File: src/rtl/agc_loop_master.sv
// AGC loop master: Wishbone initiator that runs tick/poll/read/calc/write/apply
// iterations against the AGC register block without software involvement.
module agc_loop_master #(
  parameter logic [21:0]        BASE_ADDR   = 22'h0,
  parameter logic [16:0]        INIT_SCALE  = 17'h01000,
  parameter logic signed [7:0]  INIT_OFFSET = 8'sd0,
  parameter int                 KP_SHIFT    = 8,
  parameter int                 KO_SHIFT    = 10,
  parameter int                 POLL_GAP    = 16,
  parameter int                 POLL_LIMIT  = 16384,
  parameter int                 ACK_TIMEOUT = 64
) (
  input  logic               aclk,
  input  logic               aresetn,
  input  logic               start_i,
  input  logic               enable_i,
  input  logic [23:0]        target_i,
  output logic               busy_o,
  output logic               done_o,
  output logic               err_o,
  output logic [16:0]        scale_o,
  output logic signed [7:0]  offset_o,
  output logic [23:0]        sq_o,
  output logic [20:0]        gt_o,
  output logic [20:0]        lt_o,
  output logic               wb_cyc_o,
  output logic               wb_stb_o,
  output logic               wb_we_o,
  output logic [21:0]        wb_adr_o,
  output logic [31:0]        wb_dat_o,
  output logic [3:0]         wb_sel_o,
  input  logic               wb_ack_i,
  input  logic [31:0]        wb_dat_i
);

  localparam int AW = $clog2(ACK_TIMEOUT + 1);
  localparam int GW = $clog2(POLL_GAP + 1);
  localparam int PW = $clog2(POLL_LIMIT + 2);

  typedef enum logic [3:0] {
    S_IDLE, S_TICK, S_GAP, S_POLL,
    S_RD_SQ, S_RD_GT, S_RD_LT, S_CALC,
    S_WR_SCALE, S_WR_OFF, S_APPLY, S_FIN
  } state_t;

  state_t             state_q, state_d;
  logic               stb_q, stb_d;
  logic               err_q, err_d;
  logic [AW-1:0]      ack_cnt_q, ack_cnt_d;
  logic [GW-1:0]      gap_cnt_q, gap_cnt_d;
  logic [PW-1:0]      poll_cnt_q, poll_cnt_d;
  logic [16:0]        scale_q, scale_d;
  logic signed [7:0]  offset_q, offset_d;
  logic [23:0]        sq_q, sq_d;
  logic [20:0]        gt_q, gt_d;
  logic [20:0]        lt_q, lt_d;

  logic               is_bus;
  logic               ack_ok;
  logic signed [24:0] e_w, e_sh;
  logic signed [25:0] s_w;
  logic signed [21:0] d_w, d_sh;
  logic signed [22:0] o_w;
  logic [16:0]        s_sat;
  logic signed [7:0]  o_sat;
  logic               unused_dat;

  assign unused_dat = ^wb_dat_i[31:24];

  always_ff @(posedge aclk or negedge aresetn) begin
    if (!aresetn) begin
      state_q    <= S_IDLE;
      stb_q      <= 1'b0;
      err_q      <= 1'b0;
      ack_cnt_q  <= '0;
      gap_cnt_q  <= '0;
      poll_cnt_q <= '0;
      scale_q    <= INIT_SCALE;
      offset_q   <= INIT_OFFSET;
      sq_q       <= '0;
      gt_q       <= '0;
      lt_q       <= '0;
    end else begin
      state_q    <= state_d;
      stb_q      <= stb_d;
      err_q      <= err_d;
      ack_cnt_q  <= ack_cnt_d;
      gap_cnt_q  <= gap_cnt_d;
      poll_cnt_q <= poll_cnt_d;
      scale_q    <= scale_d;
      offset_q   <= offset_d;
      sq_q       <= sq_d;
      gt_q       <= gt_d;
      lt_q       <= lt_d;
    end
  end

  // Loop arithmetic: widened so shifts and sums are exact before clamping
  always_comb begin
    e_w  = $signed({1'b0, target_i}) - $signed({1'b0, sq_q});
    e_sh = e_w >>> KP_SHIFT;
    s_w  = $signed({9'b0, scale_q}) + $signed({e_sh[24], e_sh});
    if (s_w[25])
      s_sat = 17'h0;
    else if (s_w[24:17] != 8'h0)
      s_sat = 17'h1FFFF;
    else
      s_sat = s_w[16:0];
    d_w  = $signed({1'b0, gt_q}) - $signed({1'b0, lt_q});
    d_sh = d_w >>> KO_SHIFT;
    o_w  = $signed({{15{offset_q[7]}}, offset_q})
         - $signed({d_sh[21], d_sh});
    if (o_w < -23'sd128)
      o_sat = -8'sd128;
    else if (o_w > 23'sd127)
      o_sat = 8'sd127;
    else
      o_sat = o_w[7:0];
  end

  always_comb begin
    state_d    = state_q;
    stb_d      = stb_q;
    err_d      = err_q;
    ack_cnt_d  = ack_cnt_q;
    gap_cnt_d  = gap_cnt_q;
    poll_cnt_d = poll_cnt_q;
    scale_d    = scale_q;
    offset_d   = offset_q;
    sq_d       = sq_q;
    gt_d       = gt_q;
    lt_d       = lt_q;
    is_bus     = 1'b0;
    unique case (state_q)
      S_TICK, S_POLL, S_RD_SQ, S_RD_GT, S_RD_LT,
      S_WR_SCALE, S_WR_OFF, S_APPLY: is_bus = 1'b1;
      default: is_bus = 1'b0;
    endcase
    ack_ok = stb_q && wb_ack_i;
    // First cycle of each bus state is the mandatory idle gap
    if (is_bus) begin
      if (!stb_q) begin
        stb_d     = 1'b1;
        ack_cnt_d = '0;
      end else if (wb_ack_i) begin
        stb_d = 1'b0;
      end else if (ack_cnt_q == AW'(ACK_TIMEOUT - 1)) begin
        stb_d   = 1'b0;
        err_d   = 1'b1;
        state_d = S_IDLE;
      end else begin
        ack_cnt_d = ack_cnt_q + 1'b1;
      end
    end
    unique case (state_q)
      S_IDLE: begin
        if (start_i || enable_i) begin
          state_d    = S_TICK;
          err_d      = 1'b0;
          poll_cnt_d = '0;
        end
      end
      S_TICK: begin
        if (ack_ok) begin
          state_d   = S_GAP;
          gap_cnt_d = '0;
        end
      end
      S_GAP: begin
        if (gap_cnt_q == GW'(POLL_GAP - 1))
          state_d = S_POLL;
        else
          gap_cnt_d = gap_cnt_q + 1'b1;
      end
      S_POLL: begin
        if (ack_ok) begin
          if (wb_dat_i[1]) begin
            state_d = S_RD_SQ;
          end else if (poll_cnt_q >= PW'(POLL_LIMIT)) begin
            err_d   = 1'b1;
            state_d = S_IDLE;
          end else begin
            poll_cnt_d = poll_cnt_q + 1'b1;
            gap_cnt_d  = '0;
            state_d    = S_GAP;
          end
        end
      end
      S_RD_SQ: begin
        if (ack_ok) begin
          sq_d    = wb_dat_i[23:0];
          state_d = S_RD_GT;
        end
      end
      S_RD_GT: begin
        if (ack_ok) begin
          gt_d    = wb_dat_i[20:0];
          state_d = S_RD_LT;
        end
      end
      S_RD_LT: begin
        if (ack_ok) begin
          lt_d    = wb_dat_i[20:0];
          state_d = S_CALC;
        end
      end
      S_CALC: begin
        scale_d  = s_sat;
        offset_d = o_sat;
        state_d  = S_WR_SCALE;
      end
      S_WR_SCALE: if (ack_ok) state_d = S_WR_OFF;
      S_WR_OFF:   if (ack_ok) state_d = S_APPLY;
      S_APPLY:    if (ack_ok) state_d = S_FIN;
      S_FIN: begin
        if (enable_i) begin
          state_d    = S_TICK;
          poll_cnt_d = '0;
        end else begin
          state_d = S_IDLE;
        end
      end
      default: state_d = S_IDLE;
    endcase
  end

  always_comb begin
    wb_cyc_o = stb_q;
    wb_stb_o = stb_q;
    wb_sel_o = 4'hF;
    wb_we_o  = 1'b0;
    wb_dat_o = 32'h0;
    wb_adr_o = BASE_ADDR;
    unique case (state_q)
      S_TICK: begin
        wb_we_o  = 1'b1;
        wb_dat_o = 32'h1;
      end
      S_RD_SQ: wb_adr_o = BASE_ADDR + 22'h04;
      S_RD_GT: wb_adr_o = BASE_ADDR + 22'h08;
      S_RD_LT: wb_adr_o = BASE_ADDR + 22'h0C;
      S_WR_SCALE: begin
        wb_we_o  = 1'b1;
        wb_adr_o = BASE_ADDR + 22'h10;
        wb_dat_o = {15'h0, scale_q};
      end
      S_WR_OFF: begin
        wb_we_o  = 1'b1;
        wb_adr_o = BASE_ADDR + 22'h14;
        wb_dat_o = {24'h0, offset_q};
      end
      S_APPLY: begin
        wb_we_o  = 1'b1;
        wb_dat_o = 32'h700;
      end
      default: ;
    endcase
    busy_o   = (state_q != S_IDLE) && (state_q != S_FIN);
    done_o   = (state_q == S_FIN);
    err_o    = err_q;
    scale_o  = scale_q;
    offset_o = offset_q;
    sq_o     = sq_q;
    gt_o     = gt_q;
    lt_o     = lt_q;
  end

endmodule

File: config.mk
export PLATFORM = sky130hd
export DESIGN_NAME = agc_loop_master
export DESIGN_NICKNAME = d
export VERILOG_FILES = /design/src/rtl/agc_loop_master.sv
export SDC_FILE = /design/constraint.sdc
export NUM_CORES = 1
export LEC_CHECK = 0
export CAP_MARGIN = 15
export CORE_MARGIN = 2
export CORE_UTILIZATION = 34
export DETAILED_ROUTE_END_ITERATION = 6
export GPL_ROUTABILITY_DRIVEN = 0
export PLACE_DENSITY = 0.55
export SYNTH_ARGS = -nofsm -noshare
export SYNTH_HDL_FRONTEND = slang
export SYNTH_SLANG_ARGS = --single-unit
File: constraint.sdc
create_clock -name aclk -period 5.8 [get_ports aclk]
set_input_delay 0.87 -clock aclk [delete_from_list [all_inputs] [get_ports aclk]]
set_output_delay 0.87 -clock aclk [all_outputs]
set_load 0.01 [all_outputs]
* After elaboration in Yosys (flattened, before gate mapping)
Memory sizes are Yosys's and may differ from the RTL's. Index checks and enable logic that the tools add are counted.
Operators by class: add/sub/neg operators 7, order comparisons 3, equal/unequal tests 23, mux-type cells 52, reductions and logical operators 15
Operator list (number):
- $mux 15 | 5
- $pmux 17 s4 | 1
- $mux 4 | 14
- $pmux 4 s12 | 1
- $pmux 15 s3 | 1
- $mux 17 | 2
- $mux 5 | 5
- $pmux 5 s5 | 1
- $sub 24x24->25 | 1
- $sub 21x21->22 | 1
- $mux 7 | 3
- $add 18x17->19 | 1
- $ne 2x2->1 const B | 9
- $eq 4x3->1 const B | 4
- $eq 4x4->1 const B | 4
- $mux 8 | 2
- $add 15x1->15 const B | 1
- $ge 15x15->1 const B | 1
- $pmux 5 s3 | 1
- $gt 13x8->1 const B | 1
- $lt 13x8->1 const B | 1
- $mux 1 | 13
- $sub 8x12->13 | 1
- $reduce_and 6->1 | 2
- 19 further kinds | 24
Storage, ports and cells: register bits 124, memory bits (read-only) 16, memories 1
Memory list:
- (no name shown) | words 16, width 1, rd ports 1, clocked after memory_dff 0, wr ports 0, line 134 | unique case (state_q)

* Depth between registers and ports, before layout
Gate-level depths: netlist (run 1).
depth after elaboration 9, depth in mapped cells 21

* Worst setup path before layout (run 1)
OpenSTA, ideal clock, no wires.
path type input to register, start point input port target_i[1], end point register scale_q[10] (netlist: scale_o[10]), arrival 4880 ps, slack 763 ps, stages on the path 19, cells stage by stage ha_1 o21ai_0 nor4_1 or2_2 o211ai_1 nand2_1 a41o_1 a311o_1 ha_1 a21o_1 a2111oi_4 o311ai_1 a41o_1 a21oi_2 and3b_1 buf_2 mux2i_4 buf_6 a311oi_2
On the way: cells in the longest elaborated chain, start to end 5
RTL lines:
- start, declared | line 17 | input logic [23:0] target_i,
- $sub 24x24->25 (*) | line 100 | e_w = $signed({1'b0, target_i}) - $signed({1'b0, sq_q});
- $add 18x17->19 (*) | line 102 | s_w = $signed({9'b0, scale_q}) + $signed({e_sh[24], e_sh});
- $reduce_bool 8->1 | line 105 | else if (s_w[24:17] != 8'h0)
- $mux 17 | line 105
- $mux 17 (*) | line 103 | if (s_w[25])
- end signal, assigned | line 90 | scale_q <= scale_d;
- end, declared | line 52 | logic [16:0] scale_q, scale_d;
Mark *: on every way between the ends. The rest lies on a longest branch, timed or not. A chain may end at the register's enable or synchronous reset.

* Worst setup path after layout (run 1)
start point input port target_i[1], end point register scale_q[5] (netlist: scale_o[5])
Same word-level chain as after synthesis.

==> results.ini, run 1 <==
[pwr]
clockPowerShare=0.179
power_leakage_nw=5.29
ir_worst_vdd_mv=0.196
p_int_mw=3.63
switchingPower_mw=2.69
totalPowerFinal_mw=6.32
power_frac_comb=0.598
power_frac_seq=0.223
sw_frac_of_total=0.425
powerDensity_nw_per_um2=541

[clock_network]
cts_made_buffers=17
cts-resized-gates=0
cts.clk_slew.worst_paths_ns=0.06
hold_buffers=0
clockRootBuffer=clkbuf_16
clkLatencyLatePin_ns=0.42
post_cts_buffers=0
cts_tree=done
cts-htree-levels=4
cts.sinks=124
cts_buffer_depth=2

[yosys]
ys_seq_area_frac=0.345
ys_ff_latch=124
synthArstFlopShare=1.00
synth_top_area_cell=dfrtp_1
yosysWarningCount=0
yosys-top-cells-area=dfrtp_1 (34%), ha_1 (11%), mux2_2 (5.8%), o21ai_0 (3.9%), nor2_1 (3.4%)
synth_ff_type=dfrtp_1
avgSynthCellArea_sq_um=9.07
synth_area_sq_um=9000
synth_cell_types=80
yosysTopAreaCellShare=0.342
synth_edf_count=0
synthCells=992

[timing]
clock_skew_ns=0.0126
layout_min_cycle_time_ns=5.41
slew_violations=0
rsz0062_at_grt=no
finalHoldViolations=0
setup_ws_ns=0.388
fmax_mhz=185
worst_pin_slew_ns=0.740
min_period_over_period=0.933
fin_tns_setup_ns=0
max_slew_margin=0.507
setup_viol=0

[die]
io_pins=216
die_y_um=167
rows=59
dieArea_sq_um=27800
die_w_um=167
core_area_sq_um=26100
start_util=0.345

[final_layout]
seq_area_sq_um=3100
area_delta_synth_final_pct=29.8
nets=1317
fill_cells=2563
final_layout_size_suffix_gt1_frac=0.120
num_antenna_cells=0
multiInputGateArea_sq_um=5340

[worst_hold_path]
hp-class=input pin to async pin

[global_routing]
grt_use_met3=0.0385
grt_max_degree=57
antenna_found_initial=1
grt-busiest-layer=met2
met2_usage=0.293
grt.total_usage=0.179
first_global_vias=7649
grt_overflow=0
use_met1=0.239
grt_pass1_wl_um=39900

[detailed_routing]
drt_iter0_markers=357
dr_total_vias=7602
wirelength_um=24700
firstDrtPassIters=4
drc=0
via_per_inst=4.99
ant_nets=0
wl_per_cell_um=16.2

[setup_path]
critPathCaptureType=flop
start_kind=input pin
worst_ep_required_time_ns=6.12
cp.arrival_ns=5.73
critical_path_class=input pin to flop
critical_path_peak_fanout=13

[outcome]
status=completed

[placed_design]
pre_cts_ws_ns=-0.0355
io_buffers=169
hpwl_um=18900

[flow_run]
maxCapViolations=0

==> path summary, 6_finish.rpt <==
path / from / end / slack [ns] / depth (start not counted)
max: target_i[1] / scale_o[5] / 0.39 / 20
min: aresetn / lt_o[17] / 0.39 / 1
max reg2reg: sq_o[8] / scale_o[5] / 0.86 / 21
min reg2reg: ack_cnt_q[6] / ack_cnt_q[6] / 0.50 / 1
max in group asynchronous: aresetn / err_o / 4.29 / 2
min in group aclk: ack_cnt_q[6] / ack_cnt_q[6] / 0.50 / 1
==> flip-flops by register name, indices dropped and copies added, names as in the netlist <==
signal,count
err_o,1
ack_cnt_q,7
offset_o,8
state_q,4
gt_o,21
gap_cnt_q,5
sq_o,24
lt_o,21
wb_cyc_o,1
scale_o,17
poll_cnt_q,15
==> synth_stat cells, drive strengths merged, types with 26 or more instances <==
cell and n:
o21ai 71, nor2 81, xor2 26, a21oi 57, mux2 46, dfrtp 123, clkbuf 26, buf 45
xnor2 31, nand2 77, ha 78, inv 70
==> power by group through the flow <==
stage / registers, mW / logic, mW / clock network, mW
2_1_floorplan: 1.40 / 2.57 / 0
3_3_place_gp: 1.43 / 3.75 / 0
3_5_place_dp: 1.43 / 3.78 / 0
4_1_cts: 1.42 / 3.80 / 1.16
5_1_grt: 1.46 / 4.23 / 1.20
6_report: 1.41 / 3.78 / 1.13
==> cell usage in the layout (no fill, tap or decap), types with 6 or more instances in the layout <==
master	netlist	routed
or3_1	9	9
clkdlybuf4s50_1	0	168
and3_1	11	11
nor2_1	81	78
mux2_2	46	46
clkbuf_16	0	17
o211ai_1	6	6
a211oi_1	7	7
nand2b_1	14	14
xnor2_1	31	31
o21bai_1	7	7
a22o_1	10	10
a22oi_1	10	10
xor2_1	26	26
o21a_1	8	8
and2_1	9	9
nand3_1	22	22
conb_1	2	38
nand2_1	77	77
or2_2	7	7
a21o_1	19	19
nand4_1	11	11
ha_1	78	78
a21oi_1	56	56
nor2b_1	13	13
a311oi_2	7	7
o21ai_0	70	70
buf_4	39	31
inv_1	70	70
dfrtp_1	123	123
nor3_1	17	17
==> critical path, stage by stage <==
cell             delay [ns]
clkdlybuf4s50_1        0.41
ha_1                   0.28
o21ai_0                0.29
nor4_1                 0.10
buf_4                  0.15
or2_2                  0.28
o211ai_1               0.22
nand2_1                0.11
a41o_1                 0.29
a311o_1                0.34
ha_1                   0.30
a21o_1                 0.23
a2111oi_4              0.40
o311ai_1               0.19
a41o_1                 0.29
a21oi_2                0.20
a21boi_4               0.26
mux2i_4                0.10
buf_12                 0.16
a311oi_1               0.25
==> layout make-up <==
class / count / area share
inverter: 70 / 0.0225
clock inverter: 14 / 0.0156
multi-input combinational: 763 / 0.458
sequential: 124 / 0.266
tap: 335 / 0.0359
clock buffer: 18 / 0.0368
timing repair buffer: 200 / 0.166
==> through the flow <==
step | cell area [sq um] | utilization | hold slack, ns | cells
floorplan | 9130 | - | 0.444 | 1028
CTS | 11700 | 0.448 | 0.399 | 1523
global placement | 11100 | 0.424 | 0.473 | 1491
global route | 11700 | 0.448 | 0.410 | 1524
detailed placement | 11100 | 0.424 | 0.496 | 1491
finish | 11700 | 0.448 | 0.386 | 1524
==> layer usage <==
metal / vias up / share of wire
met5: - / 0.00053
met4: 2 / 0.012
met3: 21 / 0.046
met2: 161 / 0.47
met1: 3590 / 0.47
li1: 3828 / -
==> logic make-up (layout without fill, tap and decap cells) <==
family,count (synthesis),in the layout,synth area share
AO/OA/AOI/OAI,252,252,0.194
multiplexers,48,48,0.0612
XOR/XNOR,57,57,0.0555
adder cells (fa/ha/maj),80,80,0.113
AND/OR/NAND/NOR,288,288,0.154
other,2,38,0.000835
buffers and inverters,141,302,0.0770
flip-flops,124,124,0.345
Power figures use the tool's default switching activity.
==> run 2: changes to the inputs <==
- TNS_END_PERCENT: not set -> 10
- clock period: 5.8 -> 5.6 ns (I/O delays scaled with it)
==> results.ini, run 2 (synthesis gave the netlist of run 1 again) <==
[outcome]
status=completed

[final_layout]
largest_register_ffs=24
multiInputGateArea_sq_um=5360
stdcell_count=1537
final_common_cell=clkdlybuf4s50_1
area_delta_synth_final_pct=31.2
seq_area_sq_um=3100
final_cell_mix=clkdlybuf4s50_1 (168), dfrtp_1 (123), nor2_1 (78), ha_1 (78), nand2_1 (77)
fill_cells=2491
final_layout_size_suffix_gt1_frac=0.131
nets=1329
final_area_sq_um=11800

[detailed_routing]
wl_per_cell_um=16.3
firstDrtPassIters=5
dr_total_vias=7712
via_per_inst=5.02
wirelength_um=25000
ant_nets=0
drt_iter0_markers=365
drc=0

[timing]
worst_pin_slew_ns=1.02
fmax_mhz=191
setup_viol=0
slew_violations=0
rsz0062_at_grt=no
max_slew_margin=0.317
clock_skew_ns=0.0124
fin_tns_setup_ns=0
layout_min_cycle_time_ns=5.25
min_period_over_period=0.937
finalHoldViolations=0
setup_ws_ns=0.354

[die]
start_util=0.345
dieArea_sq_um=27800
die_w_um=167
io_pins=216
rows=59
core_area_sq_um=26100
die_y_um=167

[global_routing]
antenna_found_initial=2
grt.total_usage=0.181
grt_pass1_wl_um=40400
grt_overflow=0
first_global_vias=7737
grt_max_degree=57

[clock_network]
cts.sinks=124
cts_made_buffers=17
cts_tree=done
cts_buffer_depth=2
hold_buffers=0
clkLatencyLatePin_ns=0.43
cts-htree-levels=4
cts.clk_slew.worst_paths_ns=0.06
clockRootBuffer=clkbuf_16

[worst_hold_path]
hp-class=input pin to async pin

[placed_design]
placement.cell_area_sq_um=11100
hpwl_um=19100
io_buffers=169
pre_cts_ws_ns=-0.182
dp_cells=1503

[pwr]
ir_worst_vdd_mv=0.224
powerDensity_nw_per_um2=570
power_leakage_nw=5.36
totalPowerFinal_mw=6.73

[setup_path]
critical_path_peak_fanout=13
cp.arrival_ns=5.57
start_kind=input pin
critical_path_class=input pin to flop
critPathCaptureType=flop
worst_ep_required_time_ns=5.92

[flow_run]
maxCapViolations=0

run 2: timing repair:
| action | in CTS | in global routing |
|---|---|---|
| setup buffers | 0 | 0 |
| endpoints found under the setup margin | 0 | 14 |
| gates resized for setup | 0 | 3 |
run 2: worst paths after layout:
kind                              startpoint  cells after the start       endpoint  slack (ns)
max in group asynchronous            aresetn                      2  poll_cnt_q[1]        4.09
worst min register to register  gap_cnt_q[3]                      1   gap_cnt_q[3]        0.50
worst max-delay path             target_i[1]                     20     scale_o[4]        0.35
worst min-delay path                 aresetn                      1       lt_o[17]        0.36
worst max register to register       gt_o[4]                     19    offset_o[0]        0.61
min in group aclk               gap_cnt_q[3]                      1   gap_cnt_q[3]        0.50
run 2: critical path: stages:
cell and delay (ns):
clkdlybuf4s50_1 0.41, ha_1 0.21, nor3b_1 0.29, nor4_1 0.11, buf_4 0.15, or2_2 0.28, o211ai_1 0.20, nand2_1 0.12
a41o_1 0.30, a311o_1 0.35, ha_1 0.30, a21o_1 0.22, a2111oi_4 0.37, o311ai_2 0.18, a41o_1 0.29, a21oi_2 0.18
a21boi_4 0.25, mux2i_4 0.10, buf_12 0.16, a311oi_1 0.25
run 2: through the flow:
stage	hold WS (ns)	util
finish	0.356	0.453
global route	0.386	0.453
CTS	0.365	0.452
detailed placement	0.479	0.428
global placement	0.471	0.428
floorplan	0.444	-
run 2: where the power goes:
| part | internal (mW) | switching, mW |
|---|---|---|
| sequential | 1.15 | 0.314 |
| combinational | 1.99 | 2.05 |
| clock | 0.757 | 0.469 |
| total | 3.90 | 2.83 |
run 2: layer usage:
layer  wire (um)  vias to the layer above  global-route usage
li1            -                     3858                   -
met1       11600                     3658               0.239
met2       11800                      173               0.298
met3        1190                       21              0.0404
met4         351                        2              0.0521
met5          16                        -                   0
run 2: layout make-up:
cell class	instances	area share
flip-flops and latches	124	0.263
multi-input cells	763	0.454
clock inverters	14	0.0176
repair buffers	212	0.171
clock buffers	18	0.0364
well taps	335	0.0355
inverters	70	0.0223
diodes	1	0.000212
